[src/rtl/score_entry.sv]
// Score-entry conditioner: synchronises switches and submit key, debounces the key,
// and sequences one round of NJUDGE non-zero judge scores into a clean scorein/submit pair.
module score_entry #(
    parameter int unsigned DB_CNT = 1000000,
    parameter int unsigned NJUDGE = 7
) (
    input  logic       clk,
    input  logic       rst,
    input  logic [3:0] sw,
    input  logic       key,
    input  logic       clr,
    output logic [3:0] scorein,
    output logic       submit,
    output logic       reject,
    output logic [2:0] judge_idx,
    output logic       done
);
    localparam int unsigned DB_W = (DB_CNT > 1) ? $clog2(DB_CNT) : 1;
    localparam logic [DB_W-1:0] DB_MAX = DB_W'(DB_CNT - 1);
    localparam logic [2:0] NJ = 3'(NJUDGE);

    typedef enum logic [1:0] {WAIT, HOLD, LOCK} state_t;

    logic [3:0]      sw_m, sw_s;
    logic            key_m, key_s;
    logic            key_db, key_db_q;
    logic [DB_W-1:0] db;

    state_t     state, state_nxt;
    logic [3:0] scorein_nxt;
    logic       submit_nxt, reject_nxt, done_nxt;
    logic [2:0] judge_idx_nxt;

    // Two-flop synchronisers and key debounce counter
    always_ff @(posedge clk) begin
        if (rst) begin
            sw_m     <= 4'd0;
            sw_s     <= 4'd0;
            key_m    <= 1'b0;
            key_s    <= 1'b0;
            key_db   <= 1'b0;
            key_db_q <= 1'b0;
            db       <= '0;
        end else begin
            sw_m     <= sw;
            sw_s     <= sw_m;
            key_m    <= key;
            key_s    <= key_m;
            key_db_q <= key_db;
            if (key_s == key_db) begin
                db <= '0;
            end else if (db == DB_MAX) begin
                key_db <= key_s;
                db     <= '0;
            end else begin
                db <= db + DB_W'(1);
            end
        end
    end

    // State and registered outputs
    always_ff @(posedge clk) begin
        if (rst) begin
            state     <= WAIT;
            scorein   <= 4'd0;
            submit    <= 1'b0;
            reject    <= 1'b0;
            judge_idx <= 3'd0;
            done      <= 1'b0;
        end else begin
            state     <= state_nxt;
            scorein   <= scorein_nxt;
            submit    <= submit_nxt;
            reject    <= reject_nxt;
            judge_idx <= judge_idx_nxt;
            done      <= done_nxt;
        end
    end

    // Next state: one action per debounced press; clr overrides any action
    always_comb begin
        state_nxt     = state;
        scorein_nxt   = scorein;
        submit_nxt    = 1'b0;
        reject_nxt    = 1'b0;
        judge_idx_nxt = judge_idx;
        done_nxt      = done;

        case (state)
            WAIT: begin
                if (key_db) begin
                    if ((sw_s != 4'd0) && (judge_idx < NJ)) begin
                        scorein_nxt   = sw_s;
                        submit_nxt    = 1'b1;
                        judge_idx_nxt = judge_idx + 3'd1;
                        if ((judge_idx + 3'd1) == NJ) begin
                            done_nxt  = 1'b1;
                            state_nxt = LOCK;
                        end else begin
                            state_nxt = HOLD;
                        end
                    end else begin
                        reject_nxt = 1'b1;
                        state_nxt  = HOLD;
                    end
                end
            end
            HOLD: begin
                if (!key_db) state_nxt = WAIT;
            end
            LOCK: begin
                if (key_db && !key_db_q) reject_nxt = 1'b1;
            end
            default: state_nxt = WAIT;
        endcase

        if (clr) begin
            scorein_nxt   = 4'd0;
            submit_nxt    = 1'b0;
            reject_nxt    = 1'b0;
            judge_idx_nxt = 3'd0;
            done_nxt      = 1'b0;
            state_nxt     = key_db ? HOLD : WAIT;
        end
    end
endmodule

[config.mk]
export PLATFORM = sky130hd
export DESIGN_NAME = score_entry
export DESIGN_NICKNAME = d
export VERILOG_FILES = /design/src/rtl/score_entry.sv
export SDC_FILE = /design/constraint.sdc
export NUM_CORES = 1
export LEC_CHECK = 0
export ABC_AREA = 1
export CORE_ASPECT_RATIO = 1.4
export CORE_MARGIN = 3
export CORE_UTILIZATION = 47
export CTS_CLUSTER_DIAMETER = 100
export DETAILED_ROUTE_END_ITERATION = 10
export GPL_TIMING_DRIVEN = 0
export PLACE_DENSITY = 0.7
export SLEW_MARGIN = 40
export SYNTH_ARGS = -nofsm -noshare
export SYNTH_HDL_FRONTEND = slang
export SYNTH_SLANG_ARGS = --single-unit
[constraint.sdc]
create_clock -name clk -period 1.7 [get_ports clk]
set_clock_uncertainty 0.15 [all_clocks]
set_input_delay 0.255 -clock clk [delete_from_list [all_inputs] [get_ports clk]]
set_output_delay 0.255 -clock clk [all_outputs]
set_load 0.03 [all_outputs]
==> impl_metrics.yaml, run 1 <==
min_path:
  min_path_cells: 2
  min_path_type: "flip-flop to flip-flop"
detailed_routing:
  wl_met2_mm: 1.89
  drtIter0Drc: 93
  dr.pass1.iters: 4
  detail-route-antenna-nets: 0
  viasPerCell: 4.91
  wl_met3_um: 137
  drt_wl_total_mm: 3.62
  met1_length_mm: 1.49
  vias: 1604
  wl_per_cell_um: 11.1
  maxUsedRoutingLayer: "met4"
  drc: 0
clocking:
  cts_tree: "done"
  path_clk_slew_ns: 0.09
  numCtsBuffers: 5
  clock_latency_ns: 0.30
  cts_max_level: 2
  clockBufferDepth: 2
  cts_sinks: 44
  cts_root_buffer: "clkbuf_8"
finish:
  fillers: 380
  syn_to_final_growth_pct: 20.5
  fin_nets: 295
  drive_above_1_share_pct: 10.9
  stdcell_count: 327
  insertedDiodeCount: 0
logic_synthesis:
  synth.top_cell.area_share_pct: 46.3
  synth_area_leaders: "dfxtp_1 (46%), nor2_1 (13%), nand2_1 (11%)"
  synth_cell_types: 23
  synth_fp_nets: 269
  ys_seq_area_share_pct: 46.3
  ys.warnings.count: 0
  synth_area_leader_cell: "dfxtp_1"
  syn_inst: 258
  netlist_area_um2: 1900
  ys_ff_latch: 44
  avgSynthCellArea_um2: 7.37
timing:
  max_freq_ghz: 0.626
  setup_viol: 0
  slew_headroom_pct: 73.2
  finalHoldViolCount: 0
  rsz0062_at_grt: "no"
  fin_crit_ns: 1.60
  min_period_over_period_pct: 94.0
  worstMarginPinSlew_ns: 0.401
  slew_viol_final: 0
run_status:
  outcome: "completed"
power:
  power_mw: 1.92
  p_leak_nw: 0.871
  power-per-cell-area_nw_per_um2: 837
  ir_worst_vdd_mv: 0.628
worst_setup_path:
  end_kind: "flip-flop"
  r2r_slack_ns: 0.10
  path_class: "flip-flop to flip-flop"
  cp-start-kind: "flip-flop"
  worst-path-max-fanout: 10
  arrival_ns: 1.64
  r2r_cells: 7
  required_ns: 1.75
job:
  maxCapViolCount: 0
placement:
  portBuffers: 17
  place_inst: 317
  post-dp-hpwl_mm: 2.73
  gp_congestion: 0.801
die:
  fp.dieH_um: 81.2
  rows: 26
  die_width_um: 59.7
  io_pins: 18
  core-area_um2: 3770
  die_area_um2: 4850
  start_util_pct: 50.4
global_route:
  grt_pass1_vias: 1550
  grt_max_degree: 16
  antenna_found_initial: 0
  grt_pass1_wl_mm: 6.38
  grt_usage_pct: 17.2
  overflow: 0
-- registers in the layout (all words and copies together), names as in the netlist, 2 cells and up --
| register | cells |
|---|---|
| scorein | 4 |
| sw_s | 4 |
| state | 2 |
| sw_m | 4 |
| judge_idx | 3 |
| db | 20 |
-- where the power goes --
group          leakage (nW)  switching [mW]  internal [mW]  total (mW)
sequential            0.357         0.00574           1.04        1.05
clock                0.0548           0.362          0.442       0.805
combinational         0.459          0.0343         0.0307      0.0649
-- cell type report --
type	count	area, um^2	area share [%]
plain buffers	2	23.8	1.04
clock buffers	5	68.8	3.00
clock inverters	3	46.3	2.02
inverters	26	97.6	4.26
multi-input cells	186	927	40.5
flip-flops and latches	44	882	38.5
well taps	42	52.6	2.29
repair buffers	19	193	8.41
-- synth_stat cells --
library cell,count
xor2_1,5
o31ai_1,1
nand4_1,2
ha_1,3
nand3_2,4
nor3_2,1
o21bai_1,1
nand3b_1,1
nand2_4,1
xnor2_1,5
nor2_2,8
inv_1,24
nor2_4,1
nand3_1,8
o21ai_0,8
or2_0,3
inv_2,2
dfxtp_1,44
buf_12,1
a21oi_1,11
nand2_1,57
nor2_1,66
clkbuf_1,1
-- per-layer routing --
| layer | vias up | global-route usage [%] |
|---|---|---|
| met5 | - | 0 |
| met2 | 27 | 31.2 |
| met3 | 10 | 3.82 |
| li1 | 848 | - |
| met4 | 0 | 8.43 |
| met1 | 719 | 18.0 |
-- critical path, stage by stage, from the launching register on --
cell	delay [ns]
dfxtp_1	0.39
ha_4	0.18
nand3_4	0.11
nor3_4	0.20
nand3_2	0.13
nand2_4	0.14
buf_12	0.14
nor2_1	0.05
-- repair_timing --
| item | 4_1_cts | 5_1_grt |
|---|---|---|
| pin swaps | 3 | 0 |
| endpoints found under the hold margin | 0 | 0 |
| setup endpoints to repair | 18 | 23 |
| hold buffers | 0 | 0 |
| resized for setup | 10 | 6 |
| setup buffers | 2 | 0 |
-- cells in the final DEF (no fill, tap or decap), types with 2 or more instances in the layout --
cell type	n
a21oi_1	11
buf_12	2
clkbuf_8	5
clkdlybuf4s50_1	7
dfxtp_1	43
dlygate4sd2_1	8
dlymetal6s2s_1	2
ha_1	2
inv_1	24
inv_2	2
nand2_1	57
nand3_1	8
nand3_2	3
nand4_1	2
nor2_1	65
nor2_2	9
o21ai_0	8
or2_0	3
xnor2_1	5
xor2_1	5
-- per-stage QoR --
stage	hold slack, ns	cell area, um^2	utilization [%]	TNS, ns	setup WS (ns)
after global routing	0.266	2290	60.7	0	0.0185
after detailed placement	0.244	2120	56.3	-1.18	-0.250
after floorplan	0.176	1900	-	0	0.179
final	0.252	2290	60.7	0	0.103
after CTS	0.256	2260	59.9	0	0.0146
after global placement	0.240	2120	56.3	-0.733	-0.251
-- kinds of logic after synthesis --
family / count (synthesis) / synth area share (%)
and+or+nand+nor: 152 / 34.9
xor gates and xnor gates: 10 / 4.61
buffers and inverters: 28 / 6.39
adders and majority gates: 3 / 1.98
DFF: 44 / 46.3
AOI/OAI and AO/OA: 21 / 5.79
-- worst paths after layout --
path                              start      end
worst max-delay path              db[1]   db[17]
worst min register to register  sw_m[0]  sw_s[0]
worst min-delay path            sw_m[0]  sw_s[0]
worst max register to register    db[1]   db[17]
Power figures use the tool's default switching activity.
==> inputs of run 2 (changes only) <==
--- a/config.mk
+++ b/config.mk
@@ -5,7 +5,8 @@
 export SDC_FILE = /design/constraint.sdc
 export NUM_CORES = 1
 export LEC_CHECK = 0
-export ABC_AREA = 1
+export ABC_AREA = 0
+export CAP_MARGIN = 20
 export CORE_ASPECT_RATIO = 1.4
 export CORE_MARGIN = 3
 export CORE_UTILIZATION = 47
@@ -13,6 +14,7 @@
 export DETAILED_ROUTE_END_ITERATION = 10
 export GPL_TIMING_DRIVEN = 0
 export PLACE_DENSITY = 0.7
+export REMOVE_ABC_BUFFERS = 1
 export SLEW_MARGIN = 40
 export SYNTH_ARGS = -nofsm -noshare
 export SYNTH_HDL_FRONTEND = slang
==> run 2 against run 1 <==
Against the previous run:
- the flow now finishes with violations (setup timing)
- cell count shrank 22%
- synthesized cell count shrank 26%
- count of clock-buffer cells in the layout grew 1
- largest power group unchanged
- highest routed layer unchanged
==> impl_metrics.yaml, run 2 <==
detailed_routing:
  wl_per_cell_um: 12.5
  viasPerCell: 5.36
  drc: 0
  detail-route-antenna-nets: 0
  drtIter0Drc: 35
  dr.pass1.iters: 4
  drt_wl_total_mm: 3.20
  vias: 1373
power:
  ir_worst_vdd_mv: 0.876
  power-per-cell-area_nw_per_um2: 864
  p_leak_nw: 0.834
  power_mw: 1.87
worst_setup_path:
  end_kind: "flip-flop"
  cp-start-kind: "flip-flop"
  cp_slowest_cell: "or4_4"
  cp_num_cells: 6
  cp_cell_sequence: "or4_4 -> or4_4 -> buf_6 -> o21ai_4 -> buf_12 -> a21oi_1"
  required_ns: 1.72
  critPathMostFrequentCell: "or4_4"
  path_buf_inv: 2
  crit_path_max_incr_delay_ns: 0.53
  path_delay_family: "simple AND/OR/NAND/NOR gates"
  r2r_cells: 6
  arrival_ns: 2.19
  worst-path-max-fanout: 19
  path_class: "flip-flop to flip-flop"
placement:
  place_inst: 243
  pre_cts_ws_ns: -0.517
  portBuffers: 17
  gp_congestion: 0.802
  placed_area_um2: 1940
  post-dp-hpwl_mm: 2.23
logic_synthesis:
  ys_seq_area_share_pct: 50.3
  async_reset_ff_share_pct: 0
  ys.warnings.count: 0
  synth_cell_types: 33
  synth_edf_count: 0
  ys_ff_latch: 44
  synth_area_leader_cell: "dfxtp_1"
  netlist_area_um2: 1750
  synth_common_cells: "dfxtp_1 (44), nor2_1 (19), a21oi_1 (14), nand3_1 (14), nand2_1 (12)"
  synth_most_common_cell: "dfxtp_1"
  synthFlopType: "dfxtp_1"
  synth_area_leaders: "dfxtp_1 (50%), nor2_1 (4.1%), a21oi_1 (4.0%)"
  synth.top_cell.area_share_pct: 50.3
  syn_inst: 192
  avgSynthCellArea_um2: 9.12
finish:
  drive_above_1_share_pct: 14.4
  syn_to_final_growth_pct: 23.4
  largest_reg_flops: 20
  layout.area.seq_um2: 886
  fin_nets: 226
  multi_input_area_um2: 847
  final_cell_area_um2: 2160
  fillers: 310
  stdcell_count: 256
  layout_commonest_cell: "dfxtp_1"
  final_util_pct: 62.3
  top_register: "db"
  insertedDiodeCount: 0
  mostFrequentLayoutCells: "dfxtp_1 (40), nor2_1 (19), a21oi_1 (14)"
die:
  die_width_um: 57.6
  io_pins: 18
  core-area_um2: 3470
  fp.dieH_um: 78.2
  die_area_um2: 4510
  start_util_pct: 50.5
  rows: 25
clocking:
  cts_max_level: 2
  path_clk_slew_ns: 0.08
  cts_tree: "done"
  clock_latency_ns: 0.29
  clockBufferDepth: 2
  numCtsBuffers: 5
  hold_buffers: 0
  cts_sinks: 44
  cts_root_buffer: "clkbuf_8"
global_route:
  grt_pass1_vias: 1326
  antenna_found_initial: 0
  grt_usage_pct: 15.1
  grt_max_degree: 20
  grt_pass1_wl_mm: 5.54
  overflow: 0
timing:
  setup_slack_ns: -0.466
  min_period_over_period_pct: 127
  max_freq_ghz: 0.462
  fin_crit_ns: 2.17
  setup_viol: 20
  worstMarginPinSlew_ns: 0.435
  slew_headroom_pct: 70.9
  slew_viol_final: 0
  finalHoldViolCount: 0
  rsz0062_at_grt: "yes"
min_path:
  min_path_cells: 1
  min_path_type: "flip-flop to flip-flop"
job:
  maxCapViolCount: 0
run_status:
  outcome: "finished, violations left"
  violations: "setup timing"
run 2: kinds of logic after synthesis:
kind of cell / count (synthesis) / share of synthesized area [%]
AO/OA/AOI/OAI: 28 / 9.71
XOR/XNOR: 14 / 7.00
buffers and inverters: 16 / 3.71
flip-flops: 44 / 50.3
AND/OR/NAND/NOR: 87 / 27.1
adder cells (fa/ha/maj): 3 / 2.14
run 2: metrics by stage:
step | hold slack (ns) | setup TNS, ns
2_1_floorplan | 0.177 | -6.51
3_3_place_gp | 0.269 | -11.31
3_5_place_dp | 0.279 | -11.95
4_1_cts | 0.295 | -11.44
5_1_grt | 0.309 | -10.17
6_report | 0.287 | -9.15
run 2: what timing repair did:
action	in CTS	in global routing
endpoints found under the setup margin	33	36
pin swaps	4	2
resized for setup	9	16
buffers inserted	4	1
run 2: where the power goes:
part / internal (mW) / switching [mW]
clock network: 0.436 / 0.333
logic: 0.0300 / 0.0228
registers: 1.04 / 0.00431
total: 1.51 / 0.360
run 2: layout make-up:
class,instances,share of cell area (%)
flip-flops and latches,44,41.0
multi-input cells,132,39.2
repair buffers,22,10.8
clock buffers,6,3.36
well taps,40,2.31
inverters,10,1.74
clock inverters,2,1.62
run 2: path summary, 6_finish.rpt:
path | from | endpoint | slack, ns
worst max-delay path | db[15] | db[12] | -0.47
worst min-delay path | sw_m[1] | sw_s[1] | 0.29
worst max register to register | db[15] | db[12] | -0.47
worst min register to register | sw_m[1] | sw_s[1] | 0.29
run 2: worst register-to-register path, cell delays in order, from the launching register on:
cell     delay [ns]
dfxtp_2        0.34
or4_4          0.52
or4_4          0.53
buf_6          0.14
o21ai_4        0.15
buf_12         0.16
a21oi_1        0.06
run 2: layer usage:
layer	GRT usage, %	wire [um]
met2	28.2	1710
met4	3.94	36
met3	4.28	126
met1	16.3	1330
met5	0	0
==> inputs of run 3 (changes only) <==
--- a/config.mk
+++ b/config.mk
@@ -13,7 +13,7 @@
 export CTS_CLUSTER_DIAMETER = 100
 export DETAILED_ROUTE_END_ITERATION = 10
 export GPL_TIMING_DRIVEN = 0
-export PLACE_DENSITY = 0.7
+export PLACE_DENSITY = 0.73
 export REMOVE_ABC_BUFFERS = 1
 export SLEW_MARGIN = 40
 export SYNTH_ARGS = -nofsm -noshare
==> constraint.sdc (replaced) <==
create_clock -name clk -period 1.88 [get_ports clk]
set_clock_uncertainty 0.15 [all_clocks]
set_input_delay 0.282 -clock clk [delete_from_list [all_inputs] [get_ports clk]]
set_output_delay 0.282 -clock clk [all_outputs]
set_load 0.03 [all_outputs]
==> run 3 against run 2 <==
Against the previous run:
- first-iteration DRC count up 2.9%
- global-route usage rose by 1.0 points
- critical path depth shrank 2
- non-clock buffer count is 1 lower
- critical endpoint is now key_db
- total power shrank 15%
- the flow still finishes with violations (setup timing)
- count of clock-buffer cells in the layout stayed put
- largest power group unchanged
- fmax shrank 0.18%
- sequential share of layout area up 0.85 points
- final area decreased by 2.3%
- highest routed layer unchanged
- worst hold slack got worse by 0.00074 ns
- sequential power shrank 10%
- die area stayed put
==> impl_metrics.yaml, run 3 (synthesis results as in run 2) <==
run_status:
  outcome: "finished, violations left"
  violations: "setup timing"
global_route:
  grt_max_degree: 20
  overflow: 0
  grt_pass1_vias: 1385
  antenna_found_initial: 0
  grt_usage_pct: 16.2
  grt_pass1_wl_mm: 5.68
clocking:
  cts_sinks: 44
  cts_root_buffer: "clkbuf_8"
  clockBufferDepth: 2
  cts_tree: "done"
  numCtsBuffers: 5
  cts_max_level: 2
  path_clk_slew_ns: 0.08
  clock_latency_ns: 0.30
finish:
  layout_commonest_cell: "dfxtp_1"
  mostFrequentLayoutCells: "dfxtp_1 (42), nor2_1 (19), clkdlybuf4s50_1 (15)"
  largest_reg_flops: 20
  top_register: "db"
  drive_above_1_share_pct: 12.6
  insertedDiodeCount: 0
  syn_to_final_growth_pct: 20.6
  fin_nets: 225
  fillers: 303
min_path:
  hp-start: "sw_m[1]"
  min_path_type: "flip-flop to flip-flop"
worst_setup_path:
  required_ns: 1.96
  setup.worst_path.start: "db[12]"
  worst-path-max-fanout: 2
  path_class: "flip-flop to flip-flop"
  arrival_ns: 2.25
  end_kind: "flip-flop"
  reg2reg_from: "db[12]"
  cp-start-kind: "flip-flop"
die:
  start_util_pct: 50.5
  rows: 25
  io_pins: 18
  fp.dieH_um: 78.2
  die_area_um2: 4510
  die_width_um: 57.6
  core-area_um2: 3470
timing:
  fin_crit_ns: 2.17
  max_freq_ghz: 0.461
  slew_headroom_pct: 70.2
  setup_tns_ns: -5.35
  setup_viol: 20
  finalHoldViolCount: 0
  setup_slack_ns: -0.290
  worstMarginPinSlew_ns: 0.446
  slew_viol_final: 0
  min_period_over_period_pct: 115
  rsz0062_at_grt: "yes"
power:
  power_mw: 1.59
  p_leak_nw: 0.738
  ir_worst_vdd_mv: 0.636
  power-per-cell-area_nw_per_um2: 753
placement:
  portBuffers: 17
  post-dp-hpwl_mm: 2.27
  gp_congestion: 0.807
detailed_routing:
  drtIter0Drc: 36
  viasPerCell: 5.41
  drt_wl_total_mm: 3.22
  wl_per_cell_um: 12.6
  detail-route-antenna-nets: 0
  drc: 0
  dr.pass1.iters: 4
  vias: 1379
job:
  maxCapViolCount: 0
-- run 3: cell types whose count changed in the layout (fill, tap and decap cells not counted), moves of 2 or more --
cell / delta
dfxtp_1: +2
or4_4: -2
clkdlybuf4s50_1: +8
or4_1: +2
dlygate4sd2_1: -4
dlymetal6s2s_1: -4
dfxtp_2: -2
-- run 3: metal layers --
metal	vias up	wire length, um	track usage [%]	share of wire [%]
met5	-	0	0	0
met4	0	61	7.66	1.9
met3	7	130	4.93	4.0
met2	21	1750	30.2	54
met1	650	1280	15.5	40
li1	701	-	-	-
-- run 3: power breakdown --
group	switching, mW	internal, mW
sequential	0.00361	0.941
clock	0.307	0.293
combinational	0.0200	0.0251
total	0.330	1.26
-- run 3: critical path: stages (launching register included) --
cell and delay (ns):
dfxtp_2 0.32, or4b_4 0.52, or4_4 0.54, or4b_1 0.47
o21ai_1 0.10
-- run 3: final cells by class --
type	instances	area (um^2)	share of cell area (%)
Timing Repair Buffer	21	221	10.5
Sequential cell	44	883	41.8
Clock buffer	6	82.6	3.91
Inverter	10	37.5	1.78
Tap cell	40	50.0	2.37
Clock inverter	2	10.0	0.474
Multi-Input combinational cell	132	827	39.2
-- run 3: what timing repair did --
action                                  4_1_cts  5_1_grt
endpoints found under the setup margin       28       31
setup buffers                                 4        0
resized for setup                             5        6
endpoints found under the hold margin         0        0
pin swaps                                     4        1
hold buffers                                  0        0
-- run 3: path summary, 6_finish.rpt --
kind	endpoint	slack [ns]	cells past startpoint
min reg2reg	sw_s[1]	0.29	1
min	sw_s[1]	0.29	1
max	key_db	-0.29	4
max reg2reg	key_db	-0.29	4
-- run 3: stage by stage --
| stage | area [um^2] | hold WS (ns) | utilization, % | setup slack [ns] | cells |
|---|---|---|---|---|---|
| 6_report | 2110 | 0.286 | 60.8 | -0.290 | 255 |
| 3_3_place_gp | 1940 | 0.273 | 56.0 | -0.296 | 243 |
| 4_1_cts | 2090 | 0.287 | 60.2 | -0.333 | 255 |
| 3_5_place_dp | 1940 | 0.277 | 56.0 | -0.353 | 243 |
| 5_1_grt | 2110 | 0.311 | 60.8 | -0.344 | 255 |
| 2_1_floorplan | 1720 | 0.204 | - | -0.210 | 186 |
